**src/rtl/tlb_pkg.sv**
```systemverilog
// Shared types and constants for the TLB maintenance-op sequencer.
package tlb_pkg;

    localparam int TLBNUM_DEF = 32;
    localparam logic [4:0] INV_OP_MAX = 5'd6;

    typedef enum logic [2:0] {
        NOP  = 3'd0,
        SRCH = 3'd1,
        RD   = 3'd2,
        WR   = 3'd3,
        FILL = 3'd4,
        INV  = 3'd5
    } tlb_op_e;

    typedef enum logic [2:0] {
        ST_IDLE,
        ST_DRAIN,
        ST_ISSUE,
        ST_WAIT,
        ST_DONE
    } tlb_ctrl_state_e;

endpackage

```
**src/rtl/tlb_rand_gen.sv**
```systemverilog
// TLBFILL victim index source: wrapping counter, or 5-bit LFSR when TLB_FILL_LFSR_EN is defined.
module tlb_rand_gen #(
    parameter int TLBNUM = 32,
    parameter int IDX_W  = $clog2(TLBNUM)
) (
    input  logic             clk,
    input  logic             reset,
    output logic [IDX_W-1:0] rand_index
);

`ifdef TLB_FILL_LFSR_EN
    if (TLBNUM != 32) begin : g_bad_tlbnum
        $error("tlb_rand_gen: LFSR victim selection needs TLBNUM == 32");
    end

    logic [4:0] lfsr_q;
    logic [4:0] lfsr_d;

    // x^5 + x^3 + 1: all-ones seed keeps the register out of the zero lock-up state
    assign lfsr_d = {lfsr_q[3:0], lfsr_q[4] ^ lfsr_q[2]};

    always_ff @(posedge clk) begin
        if (reset) lfsr_q <= 5'h1F;
        else       lfsr_q <= lfsr_d;
    end

    assign rand_index = IDX_W'(lfsr_q);
`else
    logic [IDX_W-1:0] cnt_q;
    logic [IDX_W-1:0] cnt_d;

    assign cnt_d = (cnt_q == IDX_W'(TLBNUM - 1)) ? '0 : cnt_q + 1'b1;

    always_ff @(posedge clk) begin
        if (reset) cnt_q <= '0;
        else       cnt_q <= cnt_d;
    end

    assign rand_index = cnt_q;
`endif

endmodule

```
**src/rtl/tlb_op_ctrl.sv**
```systemverilog
// Drains translations, then strobes one TLB maintenance op and reports completion.
// Optional macro TLB_FILL_LFSR_EN selects LFSR-based TLBFILL index (see tlb_rand_gen).
module tlb_op_ctrl
    import tlb_pkg::*;
#(
    parameter int TLBNUM = TLBNUM_DEF,
    localparam int IDX_W = $clog2(TLBNUM)
) (
    input  logic             clk,
    input  logic             reset,
    input  logic             flush,
    input  logic             op_valid,
    output logic             op_ready,
    input  logic [2:0]       op_code,
    input  logic [4:0]       inv_op,
    input  logic [9:0]       inv_asid,
    input  logic [18:0]      inv_vpn,
    output logic             op_done,
    output logic             op_err,
    input  logic             inst_busy,
    input  logic             data_busy,
    output logic             hold_req,
    output logic             tlbsrch_en,
    output logic             tlb_wen,
    output logic             tlb_fill_en,
    output logic [IDX_W-1:0] rand_index,
    output logic             tlbinv_en,
    output logic [4:0]       tlbinv_op,
    output logic [9:0]       tlbinv_asid,
    output logic [18:0]      tlbinv_vpn,
    input  logic             srch_found,
    input  logic [IDX_W-1:0] srch_index,
    output logic             srch_we,
    output logic             srch_hit,
    output logic [IDX_W-1:0] srch_idx_o,
    output logic             rd_we
);

    tlb_ctrl_state_e state_q, state_d;
    logic [2:0]      op_q;
    logic [4:0]      inv_op_q;
    logic [9:0]      inv_asid_q;
    logic [18:0]     inv_vpn_q;
    logic            inv_bad;
    logic            accept;

    assign accept  = op_valid && (state_q == ST_IDLE);
    assign inv_bad = (op_q == INV) && (inv_op_q > INV_OP_MAX);

    always_ff @(posedge clk) begin
        if (reset) begin
            state_q    <= ST_IDLE;
            op_q       <= NOP;
            inv_op_q   <= '0;
            inv_asid_q <= '0;
            inv_vpn_q  <= '0;
        end else begin
            state_q <= state_d;
            if (accept) begin
                op_q       <= op_code;
                inv_op_q   <= inv_op;
                inv_asid_q <= inv_asid;
                inv_vpn_q  <= inv_vpn;
            end
        end
    end

    always_comb begin
        state_d     = state_q;
        op_ready    = 1'b0;
        hold_req    = 1'b1;
        op_done     = 1'b0;
        op_err      = 1'b0;
        tlbsrch_en  = 1'b0;
        tlb_wen     = 1'b0;
        tlb_fill_en = 1'b0;
        tlbinv_en   = 1'b0;
        rd_we       = 1'b0;
        srch_we     = 1'b0;
        srch_hit    = 1'b0;
        srch_idx_o  = '0;
        case (state_q)
            ST_IDLE: begin
                op_ready = 1'b1;
                hold_req = 1'b0;
                if (op_valid) state_d = ST_DRAIN;
            end
            ST_DRAIN: begin
                // flush wins over a finished drain: nothing has touched the TLB yet
                if (flush)                         state_d = ST_IDLE;
                else if (!inst_busy && !data_busy) state_d = ST_ISSUE;
            end
            ST_ISSUE: begin
                state_d = ST_WAIT;
                case (op_q)
                    SRCH: tlbsrch_en  = 1'b1;
                    RD: begin
                        rd_we   = 1'b1;
                        state_d = ST_DONE;
                    end
                    WR:   tlb_wen     = 1'b1;
                    FILL: tlb_fill_en = 1'b1;
                    INV: begin
                        if (inv_bad) state_d   = ST_DONE;
                        else         tlbinv_en = 1'b1;
                    end
                    default: state_d = ST_DONE;
                endcase
            end
            ST_WAIT: begin
                if (op_q == SRCH) begin
                    srch_we    = 1'b1;
                    srch_hit   = srch_found;
                    srch_idx_o = srch_found ? srch_index : '0;
                end
                state_d = ST_DONE;
            end
            ST_DONE: begin
                op_done = 1'b1;
                op_err  = inv_bad;
                state_d = ST_IDLE;
            end
            default: state_d = ST_IDLE;
        endcase
    end

    assign tlbinv_op   = inv_op_q;
    assign tlbinv_asid = inv_asid_q;
    assign tlbinv_vpn  = inv_vpn_q;

    tlb_rand_gen #(
        .TLBNUM (TLBNUM),
        .IDX_W  (IDX_W)
    ) u_rand_gen (
        .clk        (clk),
        .reset      (reset),
        .rand_index (rand_index)
    );

endmodule

```
**config.mk**
```make
export PLATFORM = sky130hd
export DESIGN_NAME = tlb_op_ctrl
export DESIGN_NICKNAME = d
export VERILOG_FILES = /design/src/rtl/tlb_pkg.sv /design/src/rtl/tlb_rand_gen.sv /design/src/rtl/tlb_op_ctrl.sv
export SDC_FILE = /design/constraint.sdc
export NUM_CORES = 1
export LEC_CHECK = 0
export ABC_AREA = 1
export CAP_MARGIN = 20
export CORE_MARGIN = 2
export CORE_UTILIZATION = 39
export DETAILED_ROUTE_END_ITERATION = 8
export GPL_ROUTABILITY_DRIVEN = 0
export PLACE_DENSITY = 0.91
export SLEW_MARGIN = 0
export SYNTH_ARGS = -nofsm -noshare
export SYNTH_HDL_FRONTEND = slang
export SYNTH_SLANG_ARGS = --single-unit
export TNS_END_PERCENT = 30
```
**constraint.sdc**
```tcl
create_clock -name clk -period 1.7 [get_ports clk]
set_input_delay 0.34 -clock clk [delete_from_list [all_inputs] [get_ports clk]]
set_output_delay 0.34 -clock clk [all_outputs]
set_load 0.005 [all_outputs]
```
======== After elaboration in Yosys (flattened, before gate mapping) ========
Cells that the tools add are included.
storage, ports and cells
  flip-flop bits (word level) ............. 45
  output and inout bits ................... 55
  word-level logic and storage cells ...... 56
  bits of input ports ..................... 49
operators by class
  add/subtract/negate cells ............... 1
  eq/ne operators ......................... 12
  magnitude comparators ................... 1
  mux-type cells .......................... 27
  reductions and logical operators ........ 9
operators by type and width
  kind                                                                   number
  1-bit 2-to-1 mux                                                       18
  5-bit 2-to-1 mux                                                       3
  3-bit by 2-bit == test with 1-bit output (second input constant)       4
  3-bit 2-to-1 mux                                                       4
  3-bit case mux with 4 select lines                                     1
  3-bit == test (second input constant)                                  3
  3-bit by 1-bit == test with 1-bit output (second input constant)       2
  3-bit case mux with 2 select lines                                     1
  5-bit by 1-bit adder with 5-bit output (second input constant)         1
  5-bit == test (second input constant)                                  1
  5-bit by 3-bit > comparator with 1-bit output (second input constant)  1
  1-bit logical AND                                                      3
  3-bit logical NOT                                                      1
  3-bit != test (second input constant)                                  1
  3-bit OR reduction                                                     1
  1-bit logical NOT                                                      2
  2-bit != test (second input constant)                                  1
  2-bit AND reduction                                                    1
  2-bit OR reduction                                                     1

======== Logic depth before layout (Yosys ltp) ========
  word-level depth ........................ 5
  depth in mapped cells ................... 8
  mapped depth without buffers ............ 7

======== Cells and area by module ========
A second synthesis with hierarchy kept.
second synthesis, totals
  cells, all modules ...................... 255
  area, all modules ....................... 2,152.1 µm²
modules (own cells, without submodules)
  module        area an instance (µm²)  instances  sequential area each (µm²)  cells each
  tlb_op_ctrl   1,949.4                 1          800.8                       232
  tlb_rand_gen  202.7                   1          100.1                       23

======== Worst setup path before layout ========
OpenSTA, ideal clock, no wires.
  path type ............................... reg-to-reg
  start ................................... register u_rand_gen.cnt_q[0] (netlist: u_rand_gen.rand_index[0])
  end ..................................... register u_rand_gen.cnt_q[3] (netlist: u_rand_gen.rand_index[3])
  cell stages (with the launch flop) ...... 8
  setup time .............................. 58 ps
  buffers on the path ..................... 0
  arrival ................................. 1,342 ps
  period minus slack after synthesis ...... 1,399 ps
  slack ................................... 301 ps
  cells stage by stage .................... dfxtp_1 > ha_1 > nand2_1 > nor2_1 > ha_1 > or2_2 > a21oi_1 > o21a_1
on the way
  cells in the longest elaborated chain, start to end .. 2
  elaborated cells between the ends (all ways) .. 3
ends and longest elaborated chain
  element                                                                                         RTL line            text
  start: declaration                                                                              tlb_rand_gen.sv:29  logic [IDX_W-1:0] cnt_q;
  start signal: assignment                                                                        tlb_rand_gen.sv:36  else cnt_q <= cnt_d;
  parallel branches: the longest is 2 deep, another holds 5-bit by 1-bit adder with 5-bit output  -
Several ways; the timed one is not identified.
A chain may end at the register's enable or synchronous reset.

======== Final worst setup path ========
  start ................................... register op_q[2]
  end ..................................... output port srch_hit
on the way
  cells in the longest elaborated chain, start to end .. 3
ends and longest elaborated chain
  element                                   RTL line            text
  start: declaration                        tlb_op_ctrl.sv:40   logic [2:0] op_q;
  start signal: assignment                  tlb_op_ctrl.sv:60   op_q <= op_code;
  3-bit by 1-bit == test with 1-bit output  tlb_op_ctrl.sv:111  if (op_q == SRCH) begin
  1-bit 2-to-1 mux                          tlb_op_ctrl.sv:111
  1-bit 2-to-1 mux                          tlb_op_ctrl.sv:82   case (state_q)
  end: declaration                          tlb_op_ctrl.sv:34   output logic srch_hit,
Every way passes these cells.

==> flow_summary.ini <==
[run_status]
outcome = finished, violations left
violations = setup timing

[clock_tree]
clkLatencyLatePin_ns = 0.29
cts_tree = done
cts.clk_slew.worst_paths_ns = 0.08
cts_buffers = 5
cts.sinks = 45
htreeDepth = 2
clockRootBuffer = clkbuf_8
hold_buffers = 0
clockBufferDepth = 2

[detailed_routing]
totalWireLength_um = 6380
drcViolationCount = 0
viasPerCell = 4.88
dr.pass1.iters = 4
wl_per_cell_um = 14.1
vias = 2210
ant_nets = 0
drt_iter0_drc = 104

[power]
power_leakage_nw = 1.45
p_per_area_mw_per_mm2 = 781
vdd_ir_drop_max_v = 0.000477
power_frac_seq_pct = 44.1
intPower_w = 0.00194
total_power_w = 0.00273
p_sw_share_pct = 28.8
p_sw_w = 0.000785
pwr-share-comb_pct = 29.8
clock_power_share_pct = 26.0

[die]
core_mm2 = 0.00482
dieHeight_um = 75.2
row_count = 25
io_pins = 104
chipWidth_um = 75.2
die-area_mm2 = 0.00565
initial_core_util_pct = 41.0

[sta]
finalHoldViolations = 0
fmaxAchievable_mhz = 538
final.setup.tns_ns = -0.930
setup_violations = 8
rsz0062_at_grt = true
maxSlewHeadroom_pct = 80.6
tightest_slew_ns = 0.291
fin_ws_ns = -0.160
finalMaxSlewViolations = 0
period_share_pct = 109
fin_skew_ns = 0.00553
finalCriticalPeriod_ns = 1.86

[worst_setup_path]
cp_max_fo = 3
crit_type = reg2out
endpoint_kind = output port
startpoint = op_q[2]
worstSetupStartpointType = flip-flop
crit_arrival_ns = 1.52
reg2reg_from = state_q[2]
required_ns = 1.36

[layout]
fin_cells = 453
finish.utilization_pct = 72.5
n_antenna_cell = 0
mostFrequentLayoutCells = clkdlybuf4s50_1, nand3_1, dfxtp_1
area_growth_pct = 76.7
seq_area_um2 = 908
multi_input_area_um2 = 986
layout_commonest_cell = clkdlybuf4s50_1
fin_nets = 436
n_fill_cell = 372
drive_gt1_share_pct = 28.5

[grt]
grt_antenna_before_repair = 0
track_usage_pct = 22.0
overflow = 0
grt_pass1_vias = 2160
use_met3_pct = 5.09
grt-busiest-layer = met2
grt_max_degree = 41
grt_pass1_wl_um = 9580
met2_usage_pct = 41.4
globalRouteMet1Util_pct = 24.3

[synthesis]
yosysSeqAreaShare_pct = 45.6
synth.cell_area_mm2 = 0.00198
yosysTopAreaCell = dfxtp_1
yosys-top-cells-area = dfxtp_1, nand3_1, nand2_1
ys_seq_elements = 45
syn-num-nets = 302
avgSynthCellArea_um2 = 7.87
netlist_instances = 251
synth_cell_type_count = 29
yosysWarningCount = 0
synth_top_cell_area_share_pct = 45.6

[placement]
dp.cells = 431
dp_hpwl_um = 4170
place_ws_ns = -0.205
port_buffers = 103

[min_path]
hp-start = reset
hp-class = in2reg

[job]
maxCapViolations = 0
==> power groups by stage <==
stage | sequential (W) | combinational, W | clock [W]
detailed placement | 0.00122 | 0.000752 | 0
global placement | 0.00121 | 0.000736 | 0
floorplan | 0.00123 | 0.000360 | 0
global route | 0.00121 | 0.000883 | 0.000757
finish | 0.00120 | 0.000813 | 0.000710
CTS | 0.00120 | 0.000771 | 0.000725
==> per-layer routing <==
metal  vias to the layer above  routed length (um)
li1                       1090                   -
met1                      1035                2560
met2                        78                3380
met3                         7                 369
met4                         0                  68
met5                         -                   0
==> logic make-up (layout without fill, tap and decap cells) <==
family          after synthesis  count (layout)  synth area share (%)
compound gates               42              42                  13.0
flops                        45              45                  45.6
fa+ha+maj                     2               2                  1.27
buf+inv                      36             170                  9.69
simple gates                126             127                  30.4
==> cell usage after synthesis <==
library cell	n
buf_6	1
buf_4	4
inv_6	1
a21oi_1	28
o21a_1	1
nand2_2	10
nand2_4	1
buf_8	1
nand2_1	41
inv_1	19
buf_1	1
nor3_2	1
nor4_1	2
nor2_1	22
dfxtp_1	45
clkbuf_1	6
nor2_2	1
buf_12	1
nand3b_1	1
ha_1	2
buf_2	1
a211oi_1	3
nor3_1	2
nand2_8	1
inv_2	1
nor3b_1	1
or2_2	1
a21oi_2	10
nand3_1	42
==> through the flow <==
stage	instance area [um2]	hold slack (ns)
global route	3490	0.402
floorplan	1980	0.444
CTS	3400	0.396
global placement	3190	0.443
finish	3490	0.402
detailed placement	3190	0.448
==> final timing paths <==
check,end,slack (ns),cells after the start
setup / recovery,srch_hit,-0.16,9
hold / removal,u_rand_gen.rand_index[1],0.40,3
hold reg to reg,tlbinv_asid[0],0.47,2
setup reg to reg,tlbinv_vpn[12],0.14,9
==> timing repair <==
item / in CTS / in global routing
endpoints found under the setup margin: 17 / 51
buffers inserted: 10 / 4
resized for setup: 56 / 27
gates cloned: 0 / 1
pin swaps: 7 / 4
==> registers in the layout, summed over array words and instances, names as in the netlist <==
signal                 count
op_q                       3
state_q                    3
tlbinv_asid               10
tlbinv_op                  5
tlbinv_vpn                19
u_rand_gen.rand_index      5
==> area by class of cell <==
type                            count  share of cell area [%]
Sequential cell                    45                    26.0
Clock inverter                      1                   0.143
Multi-Input combinational cell    171                    28.2
Timing Repair Buffer              141                    38.0
Clock buffer                        7                    2.76
Tap cell                           67                    2.40
Inverter                           21                    2.47
==> worst max-delay path, stage by stage, from the launching register on <==
cell and delay, ns:
dfxtp_2 0.33, inv_2 0.06, nand2_2 0.06, nor2_2 0.12
inv_2 0.06, nor3_4 0.14, nand2_2 0.10, buf_4 0.14
inv_1 0.04, clkdlybuf4s15_2 0.19
Power figures use the tool's default switching activity.
